### config.mk
export PLATFORM = sky130hd
export DESIGN_NAME = load_store_unit
export DESIGN_NICKNAME = d
export VERILOG_FILES = /design/src/rtl/lsu_pkg.sv /design/src/rtl/lsu_load_align.sv /design/src/rtl/load_store_unit.sv
export SDC_FILE = /design/constraint.sdc
export NUM_CORES = 1
export LEC_CHECK = 0
export ABC_AREA = 0
export BUFFER_PORTS_ARGS = -buffer_cell sky130_fd_sc_hd__buf_2
export CORE_MARGIN = 3
export CORE_UTILIZATION = 50
export CTS_CLUSTER_DIAMETER = 30
export DETAILED_ROUTE_END_ITERATION = 12
export GPL_TIMING_DRIVEN = 0
export PLACE_DENSITY = 0.82
export SYNTH_ARGS = -nofsm -noshare
export SYNTH_HDL_FRONTEND = slang
export SYNTH_HIERARCHICAL = 1
export SYNTH_SLANG_ARGS = --single-unit
### constraint.sdc
create_clock -name clk -period 2.37 [get_ports clk]
set_clock_uncertainty 0.15 [all_clocks]
set_input_delay 0.474 -clock clk [delete_from_list [all_inputs] [get_ports clk]]
set_output_delay 0.474 -clock clk [all_outputs]
set_load 0.03 [all_outputs]
### src/rtl/lsu_pkg.sv
// Shared definitions for the load/store unit: RISC-V width codes, FSM
// state encoding and the byte-lane helper functions.
package lsu_pkg;

  localparam logic [2:0] F3_B  = 3'b000;
  localparam logic [2:0] F3_H  = 3'b001;
  localparam logic [2:0] F3_W  = 3'b010;
  localparam logic [2:0] F3_BU = 3'b100;
  localparam logic [2:0] F3_HU = 3'b101;

  typedef enum logic [2:0] {
    IDLE = 3'd0,
    ACC0 = 3'd1,
    ACC1 = 3'd2,
    WAIT = 3'd3,
    RESP = 3'd4
  } lsu_state_e;

  // Access size in bytes; 0 for codes that are not a width at all.
  function automatic logic [2:0] access_size(input logic [2:0] funct3);
    logic [2:0] size;
    case (funct3)
      F3_B, F3_BU: size = 3'd1;
      F3_H, F3_HU: size = 3'd2;
      F3_W:        size = 3'd4;
      default:     size = 3'd0;
    endcase
    return size;
  endfunction

  function automatic logic access_legal(input logic we, input logic [2:0] funct3);
    logic ok;
    if (we) ok = funct3 inside {F3_B, F3_H, F3_W};
    else    ok = funct3 inside {F3_B, F3_H, F3_W, F3_BU, F3_HU};
    return ok;
  endfunction

  // Lanes lo..hi-1 set, lanes outside 0..3 silently dropped.
  function automatic logic [3:0] lane_mask(input logic [3:0] lo, input logic [3:0] hi);
    logic [3:0] mask;
    mask = '0;
    for (int unsigned k = 0; k < 4; k++) begin
      mask[k] = (4'(k) >= lo) && (4'(k) < hi);
    end
    return mask;
  endfunction

  function automatic logic [31:0] rotate_lanes(input logic [31:0] w, input logic [1:0] off);
    logic [31:0] r;
    case (off)
      2'd0:    r = w;
      2'd1:    r = {w[23:0], w[31:24]};
      2'd2:    r = {w[15:0], w[31:16]};
      default: r = {w[7:0],  w[31:8]};
    endcase
    return r;
  endfunction

endpackage

### src/rtl/lsu_load_align.sv
// Load data alignment: shifts the {high,low} word pair down by the byte
// offset and sign/zero-extends to 32 bits according to the width code.
module lsu_load_align
  import lsu_pkg::*;
(
  input  logic [31:0] low_word,
  input  logic [31:0] high_word,
  input  logic [1:0]  byte_off,
  input  logic [2:0]  funct3,
  output logic [31:0] rdata
);

  logic [63:0] pair;
  logic [31:0] raw;

  always_comb begin
    pair = {high_word, low_word} >> {byte_off, 3'b000};
    raw  = pair[31:0];
    case (funct3)
      F3_B:    rdata = {{24{raw[7]}},  raw[7:0]};
      F3_H:    rdata = {{16{raw[15]}}, raw[15:0]};
      F3_W:    rdata = raw;
      F3_BU:   rdata = {24'h0, raw[7:0]};
      F3_HU:   rdata = {16'h0, raw[15:0]};
      default: rdata = '0;
    endcase
  end

  logic unused_pair_high;
  assign unused_pair_high = ^pair[63:32];

endmodule

### src/rtl/load_store_unit.sv
// Byte/half/word load-store unit for a byte-lane word memory; unaligned
// accesses crossing a word boundary are split into two memory cycles.
module load_store_unit
  import lsu_pkg::*;
#(
  parameter int ADDR_WIDTH = 14
) (
  input  logic                  clk,
  input  logic                  rst,
  input  logic                  req_valid,
  output logic                  req_ready,
  input  logic                  req_we,
  input  logic [2:0]            req_funct3,
  input  logic [31:0]           req_addr,
  input  logic [31:0]           req_wdata,
  output logic                  resp_valid,
  output logic [31:0]           resp_rdata,
  output logic                  resp_error,
  output logic [ADDR_WIDTH-1:0] mem_addr,
  output logic [31:0]           mem_wdata,
  output logic                  mem_we,
  output logic                  mem_re,
  output logic [3:0]            mem_byte_sel,
  input  logic [31:0]           mem_rdata
);

  lsu_state_e            state;
  logic                  we_q;
  logic [2:0]            funct3_q;
  logic [1:0]            off_q;
  logic [3:0]            end_q;
  logic                  split_q;
  logic [ADDR_WIDTH-1:0] word_q;
  logic [31:0]           wdata_rot_q;
  logic [31:0]           low_q;

  logic [1:0]  req_off;
  logic [3:0]  req_end;
  logic [31:0] align_low;
  logic [31:0] align_high;
  logic [31:0] load_data;

  assign req_ready = (state == IDLE);
  assign req_off   = req_addr[1:0];
  assign req_end   = {2'b00, req_off} + {1'b0, access_size(req_funct3)};

  // In WAIT, mem_rdata holds the low word (non-split) or the high word (split).
  assign align_low  = split_q ? low_q : mem_rdata;
  assign align_high = split_q ? mem_rdata : '0;

  lsu_load_align u_align (
    .low_word  (align_low),
    .high_word (align_high),
    .byte_off  (off_q),
    .funct3    (funct3_q),
    .rdata     (load_data)
  );

  always_ff @(posedge clk) begin
    if (rst) begin
      state        <= IDLE;
      we_q         <= 1'b0;
      funct3_q     <= '0;
      off_q        <= '0;
      end_q        <= '0;
      split_q      <= 1'b0;
      word_q       <= '0;
      wdata_rot_q  <= '0;
      low_q        <= '0;
      resp_valid   <= 1'b0;
      resp_rdata   <= '0;
      resp_error   <= 1'b0;
      mem_addr     <= '0;
      mem_wdata    <= '0;
      mem_we       <= 1'b0;
      mem_re       <= 1'b0;
      mem_byte_sel <= '0;
    end else begin
      resp_valid   <= 1'b0;
      mem_addr     <= '0;
      mem_wdata    <= '0;
      mem_we       <= 1'b0;
      mem_re       <= 1'b0;
      mem_byte_sel <= '0;
      case (state)
        IDLE: begin
          if (req_valid) begin
            we_q        <= req_we;
            funct3_q    <= req_funct3;
            off_q       <= req_off;
            end_q       <= req_end;
            split_q     <= (req_end > 4'd4);
            word_q      <= req_addr[ADDR_WIDTH+1:2];
            wdata_rot_q <= rotate_lanes(req_wdata, req_off);
            if (!access_legal(req_we, req_funct3)) begin
              state      <= RESP;
              resp_valid <= 1'b1;
              resp_error <= 1'b1;
              resp_rdata <= '0;
            end else begin
              state        <= ACC0;
              mem_addr     <= req_addr[ADDR_WIDTH+1:2];
              mem_wdata    <= rotate_lanes(req_wdata, req_off);
              mem_we       <= req_we;
              mem_re       <= !req_we;
              mem_byte_sel <= lane_mask({2'b00, req_off}, req_end);
            end
          end
        end
        ACC0: begin
          if (split_q) begin
            state        <= ACC1;
            mem_addr     <= word_q + ADDR_WIDTH'(1);
            mem_wdata    <= wdata_rot_q;
            mem_we       <= we_q;
            mem_re       <= !we_q;
            mem_byte_sel <= lane_mask(4'd0, end_q - 4'd4);
          end else begin
            state <= WAIT;
          end
        end
        ACC1: begin
          low_q <= mem_rdata;
          state <= WAIT;
        end
        WAIT: begin
          state      <= RESP;
          resp_valid <= 1'b1;
          resp_error <= 1'b0;
          resp_rdata <= we_q ? '0 : load_data;
        end
        RESP: begin
          state      <= IDLE;
          resp_rdata <= '0;
          resp_error <= 1'b0;
        end
        default: state <= IDLE;
      endcase
    end
  end

  logic unused_addr_bits;
  assign unused_addr_bits = ^req_addr[31:ADDR_WIDTH+2];

endmodule

# == Word level (Yosys, flattened, before mapping) ==
# Cells that the tools add are included.
# totals
regBits,178
input_bits,103
output_inout_bits,87
wordCells,111
# op_classes
add_sub_neg,3
order_cmp,12
n_eq_ne,16
shift,1
n_mux,43
n_reduce_logical,19
# op_table
operator,count
two-way mux 32 bit,8
one-hot mux 32 bit (3 select lines),2
one-hot mux 32 bit (5 select lines),1
one-hot mux 32 bit (2 select lines),1
right shift 64 x 5 -> 32 bit,1
two-way mux 14 bit,3
one-hot mux 14 bit (2 select lines),1
less-than comparator 1 x 4 -> 1 bit (first input constant),4
less-than comparator 2 x 4 -> 1 bit (first input constant),4
== test 3 bit (second input constant),5
two-way mux 1 bit,15
adder 14 x 1 -> 14 bit (second input constant),1
== test 3 x 2 -> 1 bit (second input constant),4
two-way mux 4 bit,3
one-hot mux 3 bit (4 select lines),1
== test 3 x 1 -> 1 bit (second input constant),3
zero test 3 bit,3
one-hot mux 3 bit (3 select lines),1
one-hot mux 1 bit (2 select lines),4
one-hot mux 4 bit (2 select lines),1
two-way mux 3 bit,2
AND reduction 3 bit,2
nonzero test 3 bit,2
OR reduction 2 bit,3
14 further kinds,19

# == Longest topological paths before layout ==
# depth
word_depth,9
ltp_mapped,9
mapped_depth_nobuf,6

# == By module ==
# Netlist, hierarchy kept.
# by_module_without_submodules
module,n_inst,cells_each,area_per_inst_um2,seq_area_each_um2
load_store_unit,1,874,7826.3,3563.4
lsu_load_align,1,115,1219.9,0.0

# == Least setup slack after synthesis ==
# Ideal clock, no wire load.
# synth_timing
path_kind,register to register
startpoint,register split_q
endpoint,register resp_rdata[16]
setup_ns,0.132
arrival_ns,2.348
slack_ns,-0.260
stages_incl_launch_ff,10
path_buffers,3
period_less_slack_ns,2.630
path_cell_list,dfxtp_1 > buf_1 > clkbuf_1 > mux2_2 > mux2_4 > a32oi_2 > buf_6 > a31oi_1 > nand2_1 > a21oi_1
# synth_between
elab_chain_cells,5
elab_cells_between_ends,6
classes_between,1 x shift; 5 x mux
# synth_lines
item,line_no,text
start: declaration,load_store_unit.sv:32,logic split_q;
start signal: assignment,load_store_unit.sv:92,split_q <= (req_end > 4'd4);
two-way mux 32 bit,load_store_unit.sv:48,assign align_low = split_q ? low_q : mem_rdata;
named net align_low[23],load_store_unit.sv:39,logic [31:0] align_low;
right shift 64 x 5 -> 32 bit,lsu_load_align.sv:17,"pair = {high_word, low_word} >> {byte_off, 3'b000};"
one-hot mux 32 bit (5 select lines),lsu_load_align.sv:19,case (funct3)
named net load_data[16],load_store_unit.sv:41,logic [31:0] load_data;
two-way mux 32 bit,load_store_unit.sv:130,resp_rdata <= we_q ? '0 : load_data;
one-hot mux 32 bit (3 select lines),load_store_unit.sv:85,case (state)
end signal: assignment,load_store_unit.sv:130,
end: declaration,load_store_unit.sv:17,"output logic [31:0] resp_rdata,"
# The timed path passes the listed nets, and every way through them passes these cells.
# A chain may end at the register's enable or synchronous reset.

# == Worst setup path after layout ==
# layout_timing
startpoint,register split_q
endpoint,register resp_rdata[8]
# Same word-level chain as after synthesis.

==> flow_summary.yaml <==
status:
  outcome: "finished, final reports clean"
critical_path:
  crit_fanout: 8
  cp-start-kind: "register"
  cp-end-kind: "register"
  reg2reg_slack_ns: 0.04
  crit_type: "reg2reg"
  worstPathRequired_ns: 2.53
  r2r-end: "resp_rdata[8]"
  r2r_start: "split_q"
  reg2regPathDepth: 8
  arrival_ns: 2.49
drt:
  drt_iter0_markers: 880
  ant_nets: 0
  first_pass_iters: 5
  wirelength_mm: 27.0
  num_vias: 8562
  wl_per_cell_um: 19.0
  drc: 0
  via_per_inst: 6.02
clock_tree:
  tritoncts: "done"
  cts_buffer_depth: 2
  clk_pin_slew_worst_paths_ns: 0.08
  clkLatencyLatePin_ns: 0.44
  clock-sinks: 178
  numCtsBuffers: 17
  cts-root-buf: "clkbuf_16"
  htree_levels: 4
final_layout:
  nets: 1288
  stdcell_area_um2: 10900
  areaGrowthSynthToFinish_pct: 21.3
  drive_gt1_share_pct: 29.6
  fillers: 1418
grt:
  grt_pass1_vias: 8122
  grt_remaining_overflow: 0
  grt_pass1_wl_mm: 42.0
  grt_max_degree: 19
  antenna_found_initial: 2
  track_usage_pct: 26.7
run:
  maxCapViolCount: 0
synth:
  yosysWarnings: 6
  synth_area_um2: 9000
  synthesis.nets: 1088
  synth_area_per_cell_um2: 9.17
  synth_cells: 981
power:
  p_seq_share_pct: 37.9
  p_total_uw: 9090
  p_int_uw: 5920
  clockPowerShare_pct: 31.7
  leakage_uw: 0.00426
  ir_worst_vdd_mv: 0.634
  switching_share_pct: 34.9
  p_sw_uw: 3170
  combPwrFrac_pct: 30.4
  pwr_density_cell_nw_per_um2: 833
worst_hold_path:
  min_path_cells: 3
  hold_class: "in2reg"
  hold_end: "mem_addr[6]"
  min-delay-start: "req_addr[8]"
timing:
  finalHoldViolCount: 0
  worst_pin_slew_ns: 0.705
  worst_slack_ns: 0.0357
  rsz0062_at_grt: "true"
  drv_slew: 0
  setup_viol: 0
  slew_headroom_pct: 51.7
  final.period_utilization_pct: 98.5
  min_period_ns: 2.33
  setup_tns_ns: 0
  clock.fmax_mhz: 428
floorplanning:
  die_w_um: 140
  dieArea_um2: 19600
  core_um2: 17500
  rows: 48
  io_pins: 190
  die_h_um: 140
  start_util_pct: 51.5
placed_design:
  gp_congestion: 0.972
  hpwl_mm: 19.2
  dpl_cell_area_um2: 10100
  dp_slack_ns: -0.418
  portBuffers: 172
-- per-stage QoR --
step	instances	util (%)	hold WS, ns
after floorplan	981	-	0.281
after global placement	1378	58.0	0.288
after detailed placement	1378	58.0	0.293
after CTS	1411	61.8	0.0902
after global routing	1421	62.4	0.104
final	1423	62.4	0.0969
-- timing repair --
action                                  CTS  global route
endpoints found under the setup margin   32            41
hold buffers                              0             0
buffers inserted                          1             7
pin swaps                                 1             0
gates resized for setup                  14            16
cloned                                    0             1
-- layout by cell type (no fill, tap or decap), types with 12 or more instances in the layout --
cell and count:
a31oi_1 16, xnor2_1 13, nor2b_1 13, nor2_1 28, mux2_2 33, mux4_2 60, clkbuf_16 18, clkbuf_1 49
buf_2 187, o21ai_0 38, buf_4 13, dfxtp_1 177, inv_1 12, a21oi_1 126, and2_1 26, o21ai_1 12
a22o_1 30, nand2_1 238
-- worst max path at each step --
stage               depth (start not counted)              to     from
floorplan                                   9  resp_rdata[16]  split_q
global placement                            9  resp_rdata[22]  split_q
detailed placement                          9  resp_rdata[17]  split_q
CTS                                         8  resp_rdata[28]  split_q
global route                                8   resp_rdata[8]  split_q
finish                                      8   resp_rdata[8]  split_q
-- cell type report --
cell class / count / area (um2) / share of cell area [%]
Timing Repair Buffer: 181 / 946 / 8.67
Clock buffer: 18 / 439 / 4.03
Antenna cell: 4 / 10.0 / 0.0918
Multi-Input combinational cell: 706 / 5010 / 45.9
Buffer: 85 / 444 / 4.07
Clock inverter: 14 / 166 / 1.53
Sequential cell: 178 / 3570 / 32.7
Inverter: 12 / 45.0 / 0.413
Tap cell: 225 / 282 / 2.58
-- flip-flops by register name, indices dropped and copies added, names as in the netlist, 3 cells and up --
name          cells
state             3
wdata_rot_q      32
resp_rdata       32
mem_wdata        32
end_q             4
mem_addr         14
word_q           14
funct3_q          3
low_q            32
mem_byte_sel      4
-- critical path, cell delays in order, from the launching register on --
cell and delay [ns]:
dfxtp_4 0.39, buf_8 0.13, buf_12 0.12, mux2_4 0.33
mux4_2 0.50, nand3b_1 0.25, o21ai_1 0.14, nand2_1 0.12
a21oi_1 0.07
-- power groups by stage --
stage / Sequential, uW / Clock, uW / Combinational (uW)
after floorplan: 3610 / 0 / 1700
after global placement: 3480 / 0 / 2500
after detailed placement: 3500 / 0 / 2540
after CTS: 3430 / 2900 / 2610
after global routing: 3470 / 3040 / 2950
final: 3440 / 2880 / 2760
-- per-layer routing --
| layer | vias to the layer above | track usage [%] | routed length (um) |
|---|---|---|---|
| li1 | 3889 | - | - |
| met1 | 4061 | 34.1 | 10300 |
| met2 | 523 | 43.5 | 12900 |
| met3 | 89 | 6.59 | 2710 |
| met4 | 0 | 11.3 | 1100 |
| met5 | - | 0 | 0 |
Note: power is estimated with default switching activity, not from simulation.
